[src/rtl/pwm_pin_control_dt.sv]
// Complementary PWM pin driver with dead-time insertion, per-pin polarity,
// per-pin enables and a latched fault shutdown. One small FSM per channel
// decides which side may be active; a registered output stage applies the
// enables, the polarity and the stop/fault forcing.
//
// Handshake note: this block has no valid/ready interfaces. Every input is
// sampled on each rising clock edge, and every output is a plain registered
// level.
module pwm_pin_control_dt #(
  parameter int                    N_CHANNELS = 3,
  parameter int                    DT_WIDTH   = 16,
  parameter logic [N_CHANNELS-1:0] INVERT_A   = '0,
  parameter logic [N_CHANNELS-1:0] INVERT_B   = '0
) (
  input  logic                    clock,
  input  logic                    reset,
  input  logic [2*N_CHANNELS-1:0] enable_outputs,
  input  logic                    counter_stopped,
  input  logic [N_CHANNELS-1:0]   match_high,
  input  logic [N_CHANNELS-1:0]   match_low,
  input  logic [DT_WIDTH-1:0]     deadtime,
  input  logic                    fault,
  input  logic                    fault_clear,
  output logic [N_CHANNELS-1:0]   out_a,
  output logic [N_CHANNELS-1:0]   out_b,
  output logic                    fault_latched,
  // Debug view of each channel FSM: channel i occupies bits [2i+1:2i]
  output logic [2*N_CHANNELS-1:0] stateDbg
);

  typedef enum logic [1:0] {
    SAFE = 2'd0,
    DEAD = 2'd1,
    A_ON = 2'd2,
    B_ON = 2'd3
  } chanState_t;

  localparam logic [DT_WIDTH-1:0] CNT_ONE = DT_WIDTH'(1);

  // The current edge forces every channel to SAFE. The registered latch
  // keeps the pins off until a clear arrives; the live fault request acts
  // on the very edge it is seen.
  logic shutdown;
  assign shutdown = counter_stopped | fault | fault_latched;

  // Fault latch: set by any fault, cleared only by a clear that is not
  // accompanied by a fault on the same edge
  always_ff @(posedge clock or negedge reset) begin
    if (!reset) begin
      fault_latched <= 1'b0;
    end else if (fault) begin
      fault_latched <= 1'b1;
    end else if (fault_clear) begin
      fault_latched <= 1'b0;
    end
  end

  for (genvar i = 0; i < N_CHANNELS; i++) begin : gChan
    chanState_t          state;
    logic [DT_WIDTH-1:0] cnt;
    logic                target;   // 1 = A side wanted, 0 = B side wanted
    logic                req;
    logic                sideDiffers;
    logic                outA;
    logic                outB;

    assign req = ~match_high[i] & ~match_low[i];

    // SAFE counts as differing from both sides, so leaving SAFE always
    // passes through DEAD when the dead time is non-zero.
    assign sideDiffers = (state == SAFE) |
                         ((state == A_ON) & ~req) |
                         ((state == B_ON) &  req);

    // Channel FSM: side selection with dead-time counting
    always_ff @(posedge clock or negedge reset) begin
      if (!reset) begin
        state  <= SAFE;
        cnt    <= '0;
        target <= 1'b0;
      end else if (shutdown) begin
        state  <= SAFE;
        cnt    <= '0;
      end else begin
        case (state)
          DEAD: begin
            if (cnt > CNT_ONE) begin
              // A request change mid-window restarts the whole window
              if (req != target) begin
                target <= req;
                cnt    <= deadtime;
              end else begin
                cnt    <= cnt - CNT_ONE;
              end
            end else begin
              state <= target ? A_ON : B_ON;
              cnt   <= '0;
            end
          end
          default: begin
            if (sideDiffers) begin
              target <= req;
              if (deadtime == '0) begin
                state <= req ? A_ON : B_ON;
              end else begin
                state <= DEAD;
                cnt   <= deadtime;
              end
            end
          end
        endcase
      end
    end

    // Output stage: one cycle behind the FSM, but stop/fault act at once
    always_ff @(posedge clock or negedge reset) begin
      if (!reset) begin
        outA <= INVERT_A[i];
        outB <= INVERT_B[i];
      end else begin
        outA <= (~shutdown & (state == A_ON) & enable_outputs[2*i])   ^ INVERT_A[i];
        outB <= (~shutdown & (state == B_ON) & enable_outputs[2*i+1]) ^ INVERT_B[i];
      end
    end

    assign out_a[i]          = outA;
    assign out_b[i]          = outB;
    assign stateDbg[2*i +: 2] = state;
  end

endmodule
[config.mk]
export PLATFORM = sky130hd
export DESIGN_NAME = pwm_pin_control_dt
export DESIGN_NICKNAME = d
export VERILOG_FILES = /design/src/rtl/pwm_pin_control_dt.sv
export SDC_FILE = /design/constraint.sdc
export NUM_CORES = 1
export LEC_CHECK = 0
export ABC_AREA = 1
export BUFFER_PORTS_ARGS = -buffer_cell sky130_fd_sc_hd__buf_4
export CAP_MARGIN = 25
export CORE_MARGIN = 3
export CORE_UTILIZATION = 47
export DETAILED_ROUTE_END_ITERATION = 6
export HOLD_SLACK_MARGIN = 0.05
export PLACE_DENSITY = 0.7
export REMOVE_ABC_BUFFERS = 1
export SYNTH_ARGS = -nofsm -noshare
export SYNTH_HDL_FRONTEND = slang
export SYNTH_SLANG_ARGS = --single-unit
export TNS_END_PERCENT = 100
[constraint.sdc]
create_clock -name clock -period 2.4 [get_ports clock]
set_clock_uncertainty 0.05 [all_clocks]
set_input_delay 0 -clock clock [delete_from_list [all_inputs] [get_ports clock]]
set_output_delay 0 -clock clock [all_outputs]
set_load 0.005 [all_outputs]
==> results of run 1 <==
## power by group
| group | internal, W | switching [W] | leakage [nW] |
|---|---|---|---|
| clock network | 0.000533 | 0.000459 | 0.101 |
| logic | 0.000261 | 0.000425 | 2.34 |
| registers | 0.00111 | 0.0000441 | 0.878 |
## cell usage in the layout (no fill, tap or decap), types with 10 or more instances in the layout
| master | n |
|---|---|
| dlygate4sd3_1 | 29 |
| dfrtp_1 | 64 |
| nor2_1 | 115 |
| buf_4 | 48 |
| clkbuf_8 | 11 |
| o21ai_0 | 39 |
| inv_1 | 82 |
| nand2_2 | 10 |
| nand3_1 | 73 |
| nand2_1 | 276 |
| o21ai_1 | 11 |
## worst min-delay path, stage by stage
cell and delay, ps:
buf_4 80, inv_1 80, nand2_1 110, nand4_1 90, nand2_1 60
## metrics by stage
stage	hold slack [ps]	instances	total power (W)	utilization [%]
global placement	125.8	950	0.001804	51.85
global route	94.89	995	0.002999	56.64
CTS	55.25	995	0.002848	56.64
floorplan	-345.6	766	0.001614	-
detailed placement	130.1	950	0.001820	51.85
finish	57.59	995	0.002834	56.64
## logic make-up after synthesis
kind of cell	count (synthesis)	synth area share, %
xor+xnor	12	2.545
flops	64	31.94
fa+ha+maj	6	1.497
buf+inv	110	10.28
simple gates	519	45.33
compound gates	74	8.408
## layout make-up
class                   count  share of cell area (%)
clock buffers              11                   2.578
clock inverters             5                  0.9374
inverters                  91                   5.901
multi-input cells         611                   49.34
flip-flops and latches     64                   27.27
well taps                 136                   2.897
repair buffers             77                   11.08
## routing by layer
layer,vias to the layer above,wire (um),track usage [%]
met4,0,371,8.727
met5,-,0,0
met1,2360,6274,33.76
li1,2588,-,-
met3,32,881,3.876
met2,165,6534,42.11
## state kept, by name, summed over array words and instances, names as in the netlist
signal / flops
fault_latched: 1
gChan.cnt: 48
gChan.outA: 3
gChan.outB: 3
gChan.state: 6
gChan.target: 3
## final timing paths
path / startpoint / end / slack (ps) / cells past startpoint
max: gChan[2].cnt[0] / gChan[2].cnt[7] / 410 / 9
min: deadtime[5] / gChan[2].cnt[5] / 60 / 5
max reg2reg: gChan[2].cnt[0] / gChan[2].cnt[7] / 410 / 9
min reg2reg: gChan[1].cnt[1] / gChan[1].cnt[1] / 440 / 2
max in group asynchronous: reset / gChan[2].cnt[15] / 1470 / 2
min in group asynchronous: reset / gChan[1].cnt[12] / 250 / 2
## repair_timing
item	in CTS	in global routing
hold buffers	29	0
buffers inserted	0	0
hold endpoints to repair	104	0
==> impl_metrics.py, run 1 <==
metrics = {
    "status": {
        "status": "finished, final reports clean",
    },
    "setup_path": {
        "slowest_delay_ps": 410,
        "path_cells": "inv_1 > ha_1 > o21ai_0 > nor2_1 > nand3_2 > nand2_2 > inv_1 > nand4_1 > o21ai_1",
        "path_max_fanout": 11,
        "crit_family": "simple AND/OR/NAND/NOR gates",
        "worstSetupPathType": "reg -> reg",
        "crit_path_end_kind": "flop",
        "path_common_cell": "inv_1",
        "required_ps": 2590,
        "path_buf_inv": 2,
        "crit_slowest_cell": "dfrtp_1",
        "worst_setup_path_start_kind": "flop",
        "worstPathArrival_ps": 2180,
    },
    "timing": {
        "slew_violations": 0,
        "setup_viol": 0,
        "rsz0062_at_grt": "false",
        "min_period_ps": 1995,
        "fin_ws_ps": 405.4,
        "setup_tns_ps": 0,
        "max_freq_mhz": 501.3,
        "final.period_utilization_pct": 83.11,
        "hold_viol": 0,
        "slew-limit-headroom_pct": 41.24,
        "tightest_slew_ps": 881.4,
    },
    "die": {
        "dieWidth_um": 109.3,
        "die_y_um": 109.3,
        "core-area_um2": 10370,
        "num_rows": 37,
        "ioPinCount": 46,
        "die-area_um2": 11950,
        "start_util_pct": 48.36,
    },
    "synth": {
        "synth_flop_cell": "dfrtp_1",
        "synth_commonest_cells": "276 x nand2_1, 115 x nor2_1, 82 x inv_1",
        "synthArstFlopShare_pct": 100.0,
        "synth_enable_flop_cells": 0,
        "ys_ff_latch": 64,
        "synth_most_common_cell": "nand2_1",
        "syn_inst": 785,
        "yosys_warnings": 0,
        "syn_avg_cell_area_um2": 6.388,
        "yosys.area.top_type": "dfrtp_1",
        "synth-seq-area-share_pct": 31.94,
        "synth_area_leaders": "dfrtp_1 32%, nand2_1 21%, nor2_1 8.6%, nand3_1 7.3%, inv_1 6.1%",
        "syn_area_um2": 5015,
        "netlist-cell-type-count": 36,
        "netlist.area_leader.share_pct": 31.94,
    },
    "grt": {
        "antenna_found_initial": 0,
        "grt_pass1_wl_um": 23870,
        "track_usage_pct": 25.33,
        "grt_pass1_vias": 5109,
        "grt_start_max_net_pins": 65,
        "grt_overflow_total": 0,
    },
    "cts": {
        "clk_pin_slew_ps": 80,
        "clock_latency_ps": 350,
        "cts.sink_count": 64,
        "htree_levels": 3,
        "cts_tree": "done",
        "clock_path_buffers": 2,
        "cts-root-buf": "clkbuf_8",
        "cts_resized": 0,
        "numCtsBuffers": 9,
    },
    "finish": {
        "stdcell_area_um2": 5873,
        "fillCellCount": 1043,
        "drive_gt1_share_pct": 13.97,
        "fin_nets": 893,
        "n_antenna_cell": 0,
        "area_delta_synth_final_pct": 17.12,
        "ff_latch_area_um2": 1602,
        "multi_input_area_um2": 2898,
    },
    "route": {
        "drtPass1Iterations": 6,
        "vias_per_cell": 5.171,
        "antenna_left": 0,
        "drc": 0,
        "drtIter0Drc": 317,
        "vias": 5145,
        "routed_wl_um": 14060,
        "wl_per_cell_um": 14.13,
    },
    "place": {
        "numPortBuffers": 45,
        "dp_hpwl_um": 10310,
        "globalplace.congestion": 0.8956,
        "place_area_um2": 5376,
        "pre_cts_ws_ps": 445.3,
    },
    "min_path": {
        "hp-class": "in -> reg",
    },
    "power_and_ir_drop": {
        "p_leak_nw": 3.315,
        "power_density_nw_per_um2": 482.5,
        "peakVddDrop_mv": 0.2679,
    },
    "job": {
        "drv_cap": 0,
    },
}
Note: power is estimated with default switching activity, not from simulation.
==> run 2: changes to the inputs <==
- clock period: 2.4 -> 2 ns (I/O delays scaled with it)
==> run 2 against run 1 <==
Core utilization up 1.7 points; clock power up 46%; via count up 0.97%; largest power group is now the clock network.
==> impl_metrics.py, run 2 (synthesis results as in run 1) <==
metrics = {
    "status": {
        "status": "finished, final reports clean",
    },
    "timing": {
        "slew-limit-headroom_pct": 71.30,
        "rsz0062_at_grt": "true",
        "hold_viol": 0,
        "setup_viol": 0,
        "final.period_utilization_pct": 91.12,
        "min_period_ps": 1822,
        "max_freq_mhz": 548.7,
        "fin_ws_ps": 177.6,
        "tightest_slew_ps": 429.4,
        "slew_violations": 0,
    },
    "place": {
        "numPortBuffers": 45,
        "dp.cells": 959,
        "dp_hpwl_um": 10420,
        "pre_cts_ws_ps": 174.2,
        "globalplace.congestion": 0.9321,
    },
    "grt": {
        "grt_pass1_vias": 5025,
        "met1_usage_pct": 34.54,
        "grt_start_max_net_pins": 40,
        "antenna_found_initial": 0,
        "busiest_layer": "met2",
        "grt_util_met3_pct": 4.815,
        "grt_overflow_total": 0,
        "grt_pass1_wl_um": 24360,
        "track_usage_pct": 25.77,
        "globalRouteMet2Util_pct": 42.76,
    },
    "finish": {
        "top_regs": "gChan.cnt: 48 flops, gChan.state: 6 flops",
        "regMostFlops": "gChan.cnt",
        "drive_gt1_share_pct": 15.15,
        "layout.cells.non_filler": 1007,
        "largest_reg_flops": 48,
        "n_antenna_cell": 0,
        "layout_common_cells": "275 x nand2_1, 114 x nor2_1, 82 x inv_1, 72 x nand3_1, 64 x dfrtp_1",
        "area_delta_synth_final_pct": 20.58,
        "fin_nets": 905,
        "final_common_cell": "nand2_1",
    },
    "route": {
        "routed_wl_um": 14310,
        "antenna_left": 0,
        "vias": 5195,
        "vias_per_cell": 5.159,
        "drc": 0,
        "drtPass1Iterations": 5,
        "wl_per_cell_um": 14.21,
        "drtIter0Drc": 310,
    },
    "min_path": {
        "hp-class": "in -> async",
    },
    "cts": {
        "clock_latency_ps": 370,
        "numCtsBuffers": 9,
        "cts-root-buf": "clkbuf_8",
        "clk_pin_slew_ps": 80,
        "cts_tree": "done",
        "clock_path_buffers": 2,
        "htree_levels": 3,
        "post_cts.repair.setup_buffers": 0,
        "cts.sink_count": 64,
    },
    "die": {
        "start_util_pct": 48.36,
        "ioPinCount": 46,
        "die-area_um2": 11950,
        "dieWidth_um": 109.3,
        "num_rows": 37,
        "die_y_um": 109.3,
        "core-area_um2": 10370,
    },
    "power_and_ir_drop": {
        "peakVddDrop_mv": 0.4749,
        "power_density_nw_per_um2": 610.2,
        "p_leak_nw": 3.398,
    },
    "setup_path": {
        "path_common_cell": "inv_1",
        "required_ps": 2200,
        "crit_path_end_kind": "flop",
        "worst_setup_path_start_kind": "flop",
        "crit_family": "simple AND/OR/NAND/NOR gates",
        "slowest_delay_ps": 400,
        "path_cells": "inv_1 > ha_1 > o21ai_0 > nor2_2 > nand3_2 > nand2_2 > inv_1 > buf_4 > nand3_1 > o21ai_1",
        "crit_slowest_cell": "dfrtp_1",
        "path_max_fanout": 6,
        "worstSetupPathType": "reg -> reg",
        "path_buf_inv": 3,
        "worstPathArrival_ps": 2020,
    },
    "job": {
        "drv_cap": 0,
    },
}
==> run 2: changes by cell type in the layout (fill, tap and decap cells not counted), moves of 2 or more <==
cell / change
clkinv_2: -2
dlygate4sd3_1: +3
bufinv_16: +2
buf_4: +8
==> run 2: final timing paths <==
| kind | endpoint | start | cells past startpoint | slack (ps) |
|---|---|---|---|---|
| worst max-delay path | gChan[2].cnt[1] | gChan[2].cnt[0] | 10 | 180 |
| worst min-delay path | gChan[1].cnt[6] | reset | 2 | 50 |
| worst max register to register | gChan[2].cnt[1] | gChan[2].cnt[0] | 10 | 180 |
| worst min register to register | gChan[1].cnt[1] | gChan[1].cnt[1] | 2 | 450 |
| max in group asynchronous | gChan[2].cnt[11] | reset | 3 | 1310 |
| min in group clock | gChan[0].state[0] | match_high[0] | 6 | 80 |
==> run 2: final cells by class <==
type	count	area [um^2]
clock inverters	6	115.1
clock buffers	10	137.6
fillers	1029	4323
flip-flops and latches	64	1602
multi-input cells	611	2915
inverters	91	346.6
well taps	136	170.2
repair buffers	89	760.7
==> run 2: timing repair <==
action | CTS | global route
endpoints found under the hold margin | 110 | 0
hold buffers | 32 | 0
gates resized for setup | 0 | 4
endpoints found under the setup margin | 0 | 12
==> run 2: metal layers <==
metal  part of all wire, %  vias up  routed length, um
met5                     0        -                  0
met2                    48      144               6827
met4                   1.7        0                245
met1                    45     2401               6420
met3                   5.7       27                814
li1                      -     2623                  -
==> run 2: report_power, final <==
| group | switching (W) | leakage (nW) | internal, W |
|---|---|---|---|
| logic | 0.000521 | 2.40 | 0.000330 |
| clock network | 0.000586 | 0.123 | 0.000868 |
| registers | 0.0000515 | 0.878 | 0.00133 |
==> run 2: through the flow <==
stage,hold WS [ps],util [%],total power [W],setup TNS (ps),cell area (um^2)
4_1_cts,61.98,58.14,0.003714,0,6030
2_1_floorplan,-345.6,-,0.001937,0,4846
5_1_grt,95.24,58.31,0.003900,-2.180,6047
6_report,53.85,58.31,0.003690,0,6047
3_3_place_gp,-89.54,52.62,0.002176,0,5456
3_5_place_dp,-86.57,52.62,0.002191,0,5456
==> run 2: worst reg2reg max path: cells and delay by family (launching register included) <==
kind / cells / cell delay (ps)
adders and majority gates: 1 / 220
DFF: 1 / 400
and+or+nand+nor: 4 / 440
AOI/OAI and AO/OA: 2 / 180
buffers and inverters: 3 / 430
==> run 3: changes to the inputs <==
- CTS_BUF_LIST: unset -> sky130_fd_sc_hd__clkbuf_4
- PLACE_DENSITY: 0.7 -> 0.65
==> run 3 against run 2 <==
Die area did not move; setup slack got worse by 9.6 ps; final area down 1.4%; fmax down 0.52%; combinational power about the same; first-iteration DRC count rose by 11%; power fell by 15%; critical path depth down 1; global-route usage down 0.86 points; register-to-register slack about the same; flip-flop and latch count is the same; via count down 1.3%; critical path type unchanged.
==> impl_metrics.py, run 3 (synthesis results as in run 1) <==
metrics = {
    "finish": {
        "n_antenna_cell": 0,
        "ff_latch_area_um2": 1602,
        "largest_reg_flops": 48,
        "fillCellCount": 1023,
        "area_delta_synth_final_pct": 18.91,
        "fin_nets": 908,
        "layout_common_cells": "276 x nand2_1, 115 x nor2_1, 80 x inv_1, 73 x nand3_1, 64 x dfrtp_1",
        "final_common_cell": "nand2_1",
        "multi_input_area_um2": 2905,
        "drive_gt1_share_pct": 14.99,
        "top_regs": "gChan.cnt: 48 flops, gChan.state: 6 flops",
        "fin_util_pct": 57.50,
        "regMostFlops": "gChan.cnt",
    },
    "power_and_ir_drop": {
        "power_density_nw_per_um2": 526.4,
        "peakVddDrop_mv": 0.2848,
        "p_leak_nw": 3.357,
        "finalPower_w": 0.003139,
    },
    "place": {
        "dp_hpwl_um": 10340,
        "numPortBuffers": 45,
        "pre_cts_ws_ps": 185.5,
        "globalplace.congestion": 0.9324,
    },
    "setup_path": {
        "worstPathArrival_ps": 2100,
        "r2r_slack_ps": 170,
        "worstSetupPathType": "reg -> reg",
        "path_max_fanout": 11,
        "worst_setup_path_start_kind": "flop",
        "worstRegToRegCells": 9,
        "reg2reg_from": "gChan[1].cnt[0]",
        "required_ps": 2270,
        "crit_path_end_kind": "flop",
        "reg2reg_to": "gChan[1].state[0]",
    },
    "cts": {
        "cts.sink_count": 64,
        "clock_latency_ps": 430,
        "clk_pin_slew_ps": 120,
        "cts-root-buf": "clkbuf_4",
        "clock_path_buffers": 2,
        "numCtsBuffers": 9,
        "htree_levels": 3,
        "cts_tree": "done",
    },
    "timing": {
        "tightest_slew_ps": 436.2,
        "slew-limit-headroom_pct": 70.85,
        "final.period_utilization_pct": 91.60,
        "hold_viol": 0,
        "max_freq_mhz": 545.9,
        "setup_viol": 0,
        "min_period_ps": 1832,
        "fin_ws_ps": 168.1,
        "slew_violations": 0,
    },
    "min_path": {
        "min-delay-start": "counter_stopped",
        "holdPathEnd": "gChan[0].outB",
        "whs_path_depth": 5,
        "hp-class": "in -> reg",
    },
    "route": {
        "drc": 0,
        "drtPass1Iterations": 7,
        "drtIter0Drc": 343,
        "vias": 5129,
        "vias_per_cell": 5.078,
        "routed_wl_um": 14080,
        "antenna_left": 0,
        "wl_per_cell_um": 13.94,
    },
    "die": {
        "num_rows": 37,
        "die_y_um": 109.3,
        "dieWidth_um": 109.3,
        "ioPinCount": 46,
        "die-area_um2": 11950,
        "start_util_pct": 48.36,
        "core-area_um2": 10370,
    },
    "grt": {
        "grt_overflow_total": 0,
        "antenna_found_initial": 0,
        "grt_pass1_vias": 4963,
        "grt_pass1_wl_um": 23400,
        "grt_start_max_net_pins": 40,
        "track_usage_pct": 24.91,
    },
    "job": {
        "drv_cap": 0,
    },
    "status": {
        "status": "finished, final reports clean",
    },
}
[run 3: cell count changes in the layout (fill, tap and decap cells not counted), moves of 3 or more]
cell	delta
clkbuf_4	+9
buf_4	-3
clkinv_2	+5
clkbuf_8	-10
dlygate4sd3_1	+4
[run 3: worst max-delay path by stage]
stage / startpoint / endpoint / cells past startpoint
after global routing: gChan[2].cnt[1] / gChan[2].cnt[12] / 9
after global placement: gChan[0].cnt[0] / gChan[0].cnt[0] / 9
after floorplan: fault_latched / gChan[2].cnt[12] / 7
final: gChan[1].cnt[0] / gChan[1].state[0] / 9
after CTS: gChan[2].cnt[0] / gChan[2].cnt[12] / 9
after detailed placement: gChan[2].cnt[0] / gChan[2].cnt[12] / 9
[run 3: layer usage]
layer  up-vias  share of wire, %  track usage (%)  wire length [um]
met5         -                 0                0                 0
met4         0               2.5            8.370               350
met3        30               6.1            4.932               856
met2       162                46            41.10              6461
met1      2302                46            32.77              6408
li1       2635                 -                -                 -
[run 3: critical path: stages (launching register included)]
cell and delay (ps):
dfrtp_1 420, inv_1 90, ha_1 230, nand2_2 130, a21oi_2 190, nand3_2 280
nand2_1 170, nor2_1 60, nand2_1 50, o21ai_0 70
[run 3: power breakdown]
| group | internal [W] | switching (W) | total [W] |
|---|---|---|---|
| clock network | 0.000370 | 0.000536 | 0.000906 |
| logic | 0.000333 | 0.000515 | 0.000848 |
| registers | 0.00133 | 0.0000522 | 0.00139 |
| total | 0.00204 | 0.00110 | 0.00314 |
[run 3: stage by stage]
step	cell area (um^2)	std cells	TNS, ps	hold slack [ps]
after detailed placement	5426	955	0	-96.72
final	5963	1010	0	54.55
after global placement	5426	955	0	-96.11
after global routing	5963	1010	-1.891	89.98
after CTS	5937	1008	0	50.84
after floorplan	4846	766	0	-345.6
[run 3: layout make-up]
class	instances	share of cell area, %
flip-flops and latches	64	26.86
inverters	91	5.875
clock buffers	9	1.133
multi-input cells	611	48.72
clock inverters	7	1.049
repair buffers	91	13.39
repair inverters	1	0.1259
well taps	136	2.854
[run 3: what timing repair did]
item | in CTS | in global routing
setup endpoints to repair | 0 | 2
endpoints found under the hold margin | 122 | 0
hold buffers | 37 | 0
setup buffers | 0 | 1
gates resized for setup | 0 | 5
